--- config.mk ---
export PLATFORM = sky130hd
export DESIGN_NAME = i2s_dac_serializer
export DESIGN_NICKNAME = d
export VERILOG_FILES = /design/src/rtl/i2s_dac_serializer.sv
export SDC_FILE = /design/constraint.sdc
export NUM_CORES = 1
export LEC_CHECK = 0
export CAP_MARGIN = 30
export CORE_MARGIN = 5
export CORE_UTILIZATION = 54
export CTS_CLUSTER_DIAMETER = 150
export CTS_CLUSTER_SIZE = 14
export DETAILED_ROUTE_END_ITERATION = 7
export PLACE_DENSITY = 0.8
export SKIP_CTS_REPAIR_TIMING = 1
export SLEW_MARGIN = 20
export SYNTH_ARGS = -nofsm -noshare
export SYNTH_HDL_FRONTEND = slang
export SYNTH_SLANG_ARGS = --single-unit
--- constraint.sdc ---
create_clock -name clk -period 3.07 [get_ports clk]
set_input_delay 0.614 -clock clk [delete_from_list [all_inputs] [get_ports clk]]
set_output_delay 0.614 -clock clk [all_outputs]
set_load 0.01 [all_outputs]
--- src/rtl/i2s_dac_serializer.sv ---
// I2S transmitter: divides clk down to bclk, frames lrck and shifts the latched
// left/right sample pair out on dacdat, MSB first with the one-bclk I2S delay.
module i2s_dac_serializer #(
    parameter int WIDTH     = 16,
    parameter int SLOT_BITS = 32,
    parameter int BCLK_DIV  = 4
) (
    input  logic             clk,
    input  logic             reset_n,
    input  logic             enable,
    input  logic [WIDTH-1:0] left_in,
    input  logic [WIDTH-1:0] right_in,
    output logic             sample_req,
    output logic             busy,
    output logic             bclk,
    output logic             lrck,
    output logic             dacdat
);
    localparam int FRAME_BITS = 2 * SLOT_BITS;
    localparam int CW = $clog2(FRAME_BITS);
    localparam int DW = (BCLK_DIV > 1) ? $clog2(BCLK_DIV) : 1;
    localparam int IW = (WIDTH > 1) ? $clog2(WIDTH) : 1;

    typedef enum logic {IDLE, RUN} state_t;

    state_t           state;
    logic [DW-1:0]    div_cnt;
    logic [CW-1:0]    bit_cnt;
    logic [WIDTH-1:0] left_sh;
    logic [WIDTH-1:0] right_sh;

    logic          div_tc;
    logic          fall;
    logic          frame_end;
    logic [CW-1:0] bit_nxt;
    logic          data_nxt;

    // Everything registered on a bclk falling edge is derived from the slot
    // position it is about to enter, so the codec sees it settled at the rise.
    always_comb begin
        div_tc    = (div_cnt == DW'(BCLK_DIV - 1));
        fall      = div_tc && bclk;
        frame_end = (bit_cnt == CW'(FRAME_BITS - 1));
        bit_nxt   = frame_end ? '0 : bit_cnt + CW'(1);
        data_nxt  = 1'b0;
        if (bit_nxt >= CW'(1) && bit_nxt <= CW'(WIDTH))
            data_nxt = left_sh[IW'(WIDTH - int'(bit_nxt))];
        else if (bit_nxt >= CW'(SLOT_BITS + 1) && bit_nxt <= CW'(SLOT_BITS + WIDTH))
            data_nxt = right_sh[IW'(SLOT_BITS + WIDTH - int'(bit_nxt))];
    end

    always_ff @(posedge clk or negedge reset_n) begin
        if (!reset_n) begin
            // NOTE: the shadow words are plain flops, not RAM, so resetting them is free and keeps dacdat defined.
            state      <= IDLE;
            busy       <= 1'b0;
            sample_req <= 1'b0;
            bclk       <= 1'b0;
            lrck       <= 1'b0;
            dacdat     <= 1'b0;
            div_cnt    <= '0;
            bit_cnt    <= '0;
            left_sh    <= '0;
            right_sh   <= '0;
        end else begin
            sample_req <= 1'b0;
            case (state)
                IDLE: begin
                    if (enable) begin
                        state      <= RUN;
                        busy       <= 1'b1;
                        div_cnt    <= '0;
                        bit_cnt    <= '0;
                        bclk       <= 1'b0;
                        lrck       <= 1'b0;
                        dacdat     <= 1'b0;
                        left_sh    <= left_in;
                        right_sh   <= right_in;
                        sample_req <= 1'b1;
                    end
                end
                RUN: begin
                    div_cnt <= div_tc ? '0 : div_cnt + DW'(1);
                    if (div_tc)
                        bclk <= ~bclk;
                    if (fall) begin
                        if (frame_end && !enable) begin
                            state   <= IDLE;
                            busy    <= 1'b0;
                            div_cnt <= '0;
                            bit_cnt <= '0;
                            lrck    <= 1'b0;
                            dacdat  <= 1'b0;
                        end else begin
                            bit_cnt <= bit_nxt;
                            lrck    <= (bit_nxt >= CW'(SLOT_BITS));
                            dacdat  <= data_nxt;
                            // Both words reload together so L/R always come from one sample pair.
                            if (frame_end) begin
                                left_sh    <= left_in;
                                right_sh   <= right_in;
                                sample_req <= 1'b1;
                            end
                        end
                    end
                end
                default: state <= IDLE;
            endcase
        end
    end

endmodule

# Word-level counts from Yosys, hierarchy flattened
# Cells that the tools add are included.
word_totals:
  register_bits: 46
  elab_cells: 89
  input_bits: 35
classes:
  order_cmp: 7
  n_bitwise: 2
  addsub: 4
  reduce_logical: 9
  muxes: 49
  eq_ne: 8
ops:
  columns: ["operator", "n"]
  rows:
  - ["2-to-1 mux 16 bit", 8]
  - ["case mux 16 bit (2 select lines)", 2]
  - ["2-to-1 mux 6 bit", 4]
  - ["2-to-1 mux 1 bit", 21]
  - ["greater-or-equal comparator 6 bit (second input constant)", 2]
  - ["< comparator 4 x 6 -> 1 bit (second input constant)", 2]
  - ["case mux 1 bit (2 select lines)", 6]
  - ["case mux 6 bit (2 select lines)", 1]
  - ["binary-select mux 1 bit (select 4 bit)", 2]
  - ["2-to-1 mux 2 bit", 4]
  - ["!= test 2 x 1 -> 1 bit (second input constant)", 4]
  - ["subtractor 1 x 4 -> 4 bit (first input constant)", 2]
  - ["adder 6 x 1 -> 6 bit (second input constant)", 1]
  - ["equality test 6 bit (second input constant)", 1]
  - ["greater-or-equal comparator 6 x 1 -> 1 bit (second input constant)", 1]
  - ["less-or-equal comparator 6 x 5 -> 1 bit (second input constant)", 1]
  - ["less-or-equal comparator 6 bit (second input constant)", 1]
  - ["logical AND 1 bit", 4]
  - ["!= test 2 bit (second input constant)", 2]
  - ["case mux 2 bit (2 select lines)", 1]
  - ["AND reduction 2 bit", 2]
  - ["AND reduction 4 bit", 1]
  - ["AND reduction 3 bit", 1]
  - ["adder 2 x 1 -> 2 bit (second input constant)", 1]
  - ["other kinds (3)", 4]

# Longest topological paths before layout
logic_depth:
  depth_word: 11
  ltp_mapped: 11
  ltp_nobuf: 8

# Worst setup path after synthesis
# No wires, ideal clock.
synth_timing:
  path_kind: "register to register"
  startpoint: "register bit_cnt[1]"
  endpoint: "register dacdat"
  stages_incl_launch_ff: 11
  path_slack_ps: 632
  t_arrival_ps: 2351
  path_buffers: 4
  synth_period_minus_slack_ps: 2438
  cell_sequence: "dfrtp_1 > clkbuf_1 > inv_1 > ha_1 > buf_2 > buf_2 > clkbuf_1 > mux4_2 > o21ai_0 > o32ai_1 > o211ai_1"
synth_via:
  elab_chain_len: 11
  elab_cells_between_ends: 23
synth_lines:
  columns: ["element", "line", "source"]
  rows:
  - ["from (decl)", "28", "logic [CW-1:0] bit_cnt;"]
  - ["from (signal assigned)", "95", "bit_cnt <= bit_nxt;"]
  - ["adder 6 x 1 -> 6 bit / equality test 6 bit (equally long branches)", "44, 43", null]
  - ["2-to-1 mux 6 bit", "44", "bit_nxt = frame_end ? '0 : bit_cnt + CW'(1);"]
  - ["subtractor 1 x 4 -> 4 bit", "47, 49", null]
  - ["binary-select mux 1 bit (select 4 bit)", "49", "data_nxt = right_sh[IW'(SLOT_BITS + WIDTH - int'(bit_nxt))];"]
  - ["2-to-1 mux 1 bit (not written as such) (2 in a row)", "49", null]
  - ["2-to-1 mux 1 bit", "48", "else if (bit_nxt >= CW'(SLOT_BITS + 1) && bit_nxt <= CW'(SLOT_BITS + WIDTH))"]
  - ["2-to-1 mux 1 bit", "46", "if (bit_nxt >= CW'(1) && bit_nxt <= CW'(WIDTH))"]
  - ["2-to-1 mux 1 bit *", "87", "if (frame_end && !enable) begin"]
  - ["2-to-1 mux 1 bit *", "86", "if (fall) begin"]
  - ["case mux 1 bit (2 select lines) *", "67", "case (state)"]
  - ["to (signal assigned)", "97", "dacdat <= data_nxt;"]
  - ["to (decl)", "17", "output logic dacdat"]
# Mark *: on every way between the ends. The rest lies on a longest branch, timed or not. The select of a mux whose other input is x is not followed.
# A chain may end at the register's enable or synchronous reset.

# Worst setup path after layout
layout_timing:
  startpoint: "register bit_cnt[0]"
  endpoint: "register left_sh[8]"
layout_via:
  elab_chain_len: 4
  elab_cells_between_ends: 5
layout_lines:
  columns: ["element", "line", "source"]
  rows:
  - ["equality test 6 bit *", "43", "frame_end = (bit_cnt == CW'(FRAME_BITS - 1));"]
  - ["logical AND 1 bit", "87", null]
  - ["!= test 2 bit (no source line)", null, null]
  - ["AND reduction 4 bit (no source line) *", null, null]
  - ["to (signal assigned)", "77", "left_sh <= left_in;"]
  - ["to (signal assigned)", "100", "left_sh <= left_in;"]
  - ["to (decl)", "29", "logic [WIDTH-1:0] left_sh;"]
# Mark *: on every way between the ends. The rest lies on a longest branch, timed or not.

==> results.toml <==
[outcome]
outcome = "complete, no violations"

[synth]
synth_async_sr_flop_share_pct = 100
syn_area_um2 = 2650
yosys_warnings = 0
avgSynthCellArea_um2 = 10.7
yosysUniqueCellTypes = 48
synthCells = 249
syn_nets = 288
ys_seq_area_share_pct = 43.4
synth_ff_type = "dfrtp_1"
synth_seq_cells = 46
synth_enable_flop_cells = 0

[setup_path]
critPathSlowestCell = "ha_1"
cp_top_family = "simple AND/OR/NAND/NOR gates"
worstPathCellList = "ha_1 -> and2_1 -> nand2_1 -> o21ai_0 -> nand2_2 -> buf_4 -> mux2_2"
worst_setup_path_end_kind = "register"
required_ps = 3260
worst-path-buf-inv = 1
worstPathMaxFanout = 29
start_kind = "register"
reg2reg_depth = 7
crit_type = "register to register"
cpPeakStageDelay_ps = 430
critical_path_cell_count = 7
worstPathArrival_ps = 2780

[placement]
hpwl_um = 4080
numPortBuffers = 39
place.gp.congestion = 0.857
place_ws_ps = 565
dpl.cell_count = 341

[sta]
drv_slew = 0
fmax_mhz = 386
finalCritPeriodShare_pct = 84.5
holdWs_ps = 292
worstMarginPinSlew_ps = 611
setup_slack_ps = 476
tns_ps = 0
grt_setup_unrepaired = "no"
relSlewSlack_pct = 58.8
hold_violations = 0
setup_violations = 0
skew_ps = 7.29
period_minus_slack_ps = 2590

[die]
start_util_pct = 55.8
die_x_um = 80.1
pin_count = 40
core_um2 = 4750
row_count = 25
dieArea_um2 = 6410
die_h_um = 80.1

[detailed_routing]
ant_nets = 0
wirelength_um = 5530
drtPass1Iterations = 5
vias_per_cell = 5.93
wl_per_cell_um = 15.9
drc = 0
first_iter_violations = 107
vias = 2071

[layout]
instances_no_fill = 349
drive_gt1_share_pct = 20.9
final_cell_mix = "dfrtp_1 (46), clkdlybuf4s50_1 (38), mux2_2 (35)"
nets = 320
fill_cells = 389
syn_to_final_growth_pct = 19.6
finish.utilization_pct = 66.7
antenna_cells = 0
layout_commonest_cell = "dfrtp_1"
seq_area_um2 = 1150
multiInputGateArea_um2 = 1350

[global_route]
antenna_found_initial = 0
use_met1_pct = 22.0
grt_max_degree = 30
grt_pass1_vias = 2004
overflow = 0
top_usage_layer = "met2"
gr-usage-met2_pct = 31.1
grt_usage_pct = 18.1
grt_first_pass_wirelength_um = 9150
gr-usage-met3_pct = 3.70

[cts]
clk_pin_slew_worst_paths_ps = 90
cts_buffers = 5
cts_tree = "yes"
clockBufferDepth = 2
cts_sinks = 46
clk_latency_ps = 300
cts_root_buf = "clkbuf_8"
htree_levels = 2

[power_and_ir_drop]
p_per_area_nw_per_um2 = 736
netSwitchingFraction_pct = 37.2
pwr-share-seq_pct = 33.6
p_switching_uw = 869
power_frac_clock_pct = 19.0
power_frac_comb_pct = 47.4
intPower_mw = 1.47
power.leakage_nw = 1.41
vdd_ir_drop_max_mv = 0.507

[run]
max_cap_violations = 0

[hold_path]
hold_path.class = "primary input to asynchronous set/reset pin"
==> per-layer routing <==
layer | up-vias | wire [um]
li1 | 967 | -
met2 | 84 | 2730
met3 | 16 | 337
met5 | - | 0
met4 | 0 | 176
met1 | 1004 | 2280
==> flip-flops by register name, indices dropped and copies added, names as in the netlist, 2 cells and up <==
register	flops
bit_cnt	6
div_cnt	2
left_sh	16
right_sh	16
==> cell families (layout without fill, tap and decap cells) <==
| logic type | after synthesis | after routing | synth area share [%] |
|---|---|---|---|
| muxes | 48 | 48 | 20.2 |
| AOI/OAI and AO/OA | 62 | 62 | 16.3 |
| buffers and inverters | 27 | 60 | 5.80 |
| DFF | 46 | 46 | 43.4 |
| and+or+nand+nor | 60 | 60 | 11.2 |
| adders and majority gates | 4 | 4 | 1.89 |
| xor gates and xnor gates | 2 | 2 | 1.23 |
==> synth_stat cells, types with 6 or more instances <==
master	number	share of area [%]
inv_1	6	0.85
buf_2	6	1.1
mux2_2	35	15
nor2_1	13	1.8
nand3_1	6	1.1
nor3_1	6	1.1
mux2i_1	12	4.5
clkbuf_1	7	0.99
o21ai_0	23	4.3
nand2_1	16	2.3
dfrtp_1	46	43
a21oi_1	10	1.9
==> area by class of cell <==
type / count / share of cell area, %
sequential: 46 / 36.3
clock buffer: 5 / 2.17
inverter: 6 / 0.710
tap: 67 / 2.64
multi-input combinational: 176 / 42.5
timing repair buffer: 46 / 14.4
clock inverter: 3 / 1.26
==> worst paths after layout <==
check                                             from                 endpoint  slack (ps)
max in group asynchronous                      reset_n  left_sh[14]$_DFFE_PN0P_        2270
worst min register to register        lrck$_DFFE_PN0P_         lrck$_DFFE_PN0P_         480
worst min-delay path                           reset_n   div_cnt[0]$_DFFE_PN0P_         290
worst max-delay path            bit_cnt[0]$_DFFE_PN0P_   left_sh[8]$_DFFE_PN0P_         480
min in group clk                      lrck$_DFFE_PN0P_         lrck$_DFFE_PN0P_         480
worst max register to register  bit_cnt[0]$_DFFE_PN0P_   left_sh[8]$_DFFE_PN0P_         480
==> per-stage QoR <==
| step | power [mW] | cell area [um^2] |
|---|---|---|
| 6_report | 2.34 | 3170 |
| 4_1_cts | 2.33 | 3170 |
| 2_1_floorplan | 1.65 | 2650 |
| 3_3_place_gp | 1.86 | 3040 |
| 5_1_grt | 2.49 | 3170 |
| 3_5_place_dp | 1.89 | 3060 |
==> power groups by stage <==
stage / sequential, mW / combinational [mW] / clock [mW]
2_1_floorplan: 0.767 / 0.878 / 0
3_3_place_gp: 0.791 / 1.07 / 0
3_5_place_dp: 0.796 / 1.09 / 0
4_1_cts: 0.783 / 1.10 / 0.445
5_1_grt: 0.800 / 1.21 / 0.475
6_report: 0.786 / 1.11 / 0.444
No activity file was read; power rests on OpenSTA's default activity.
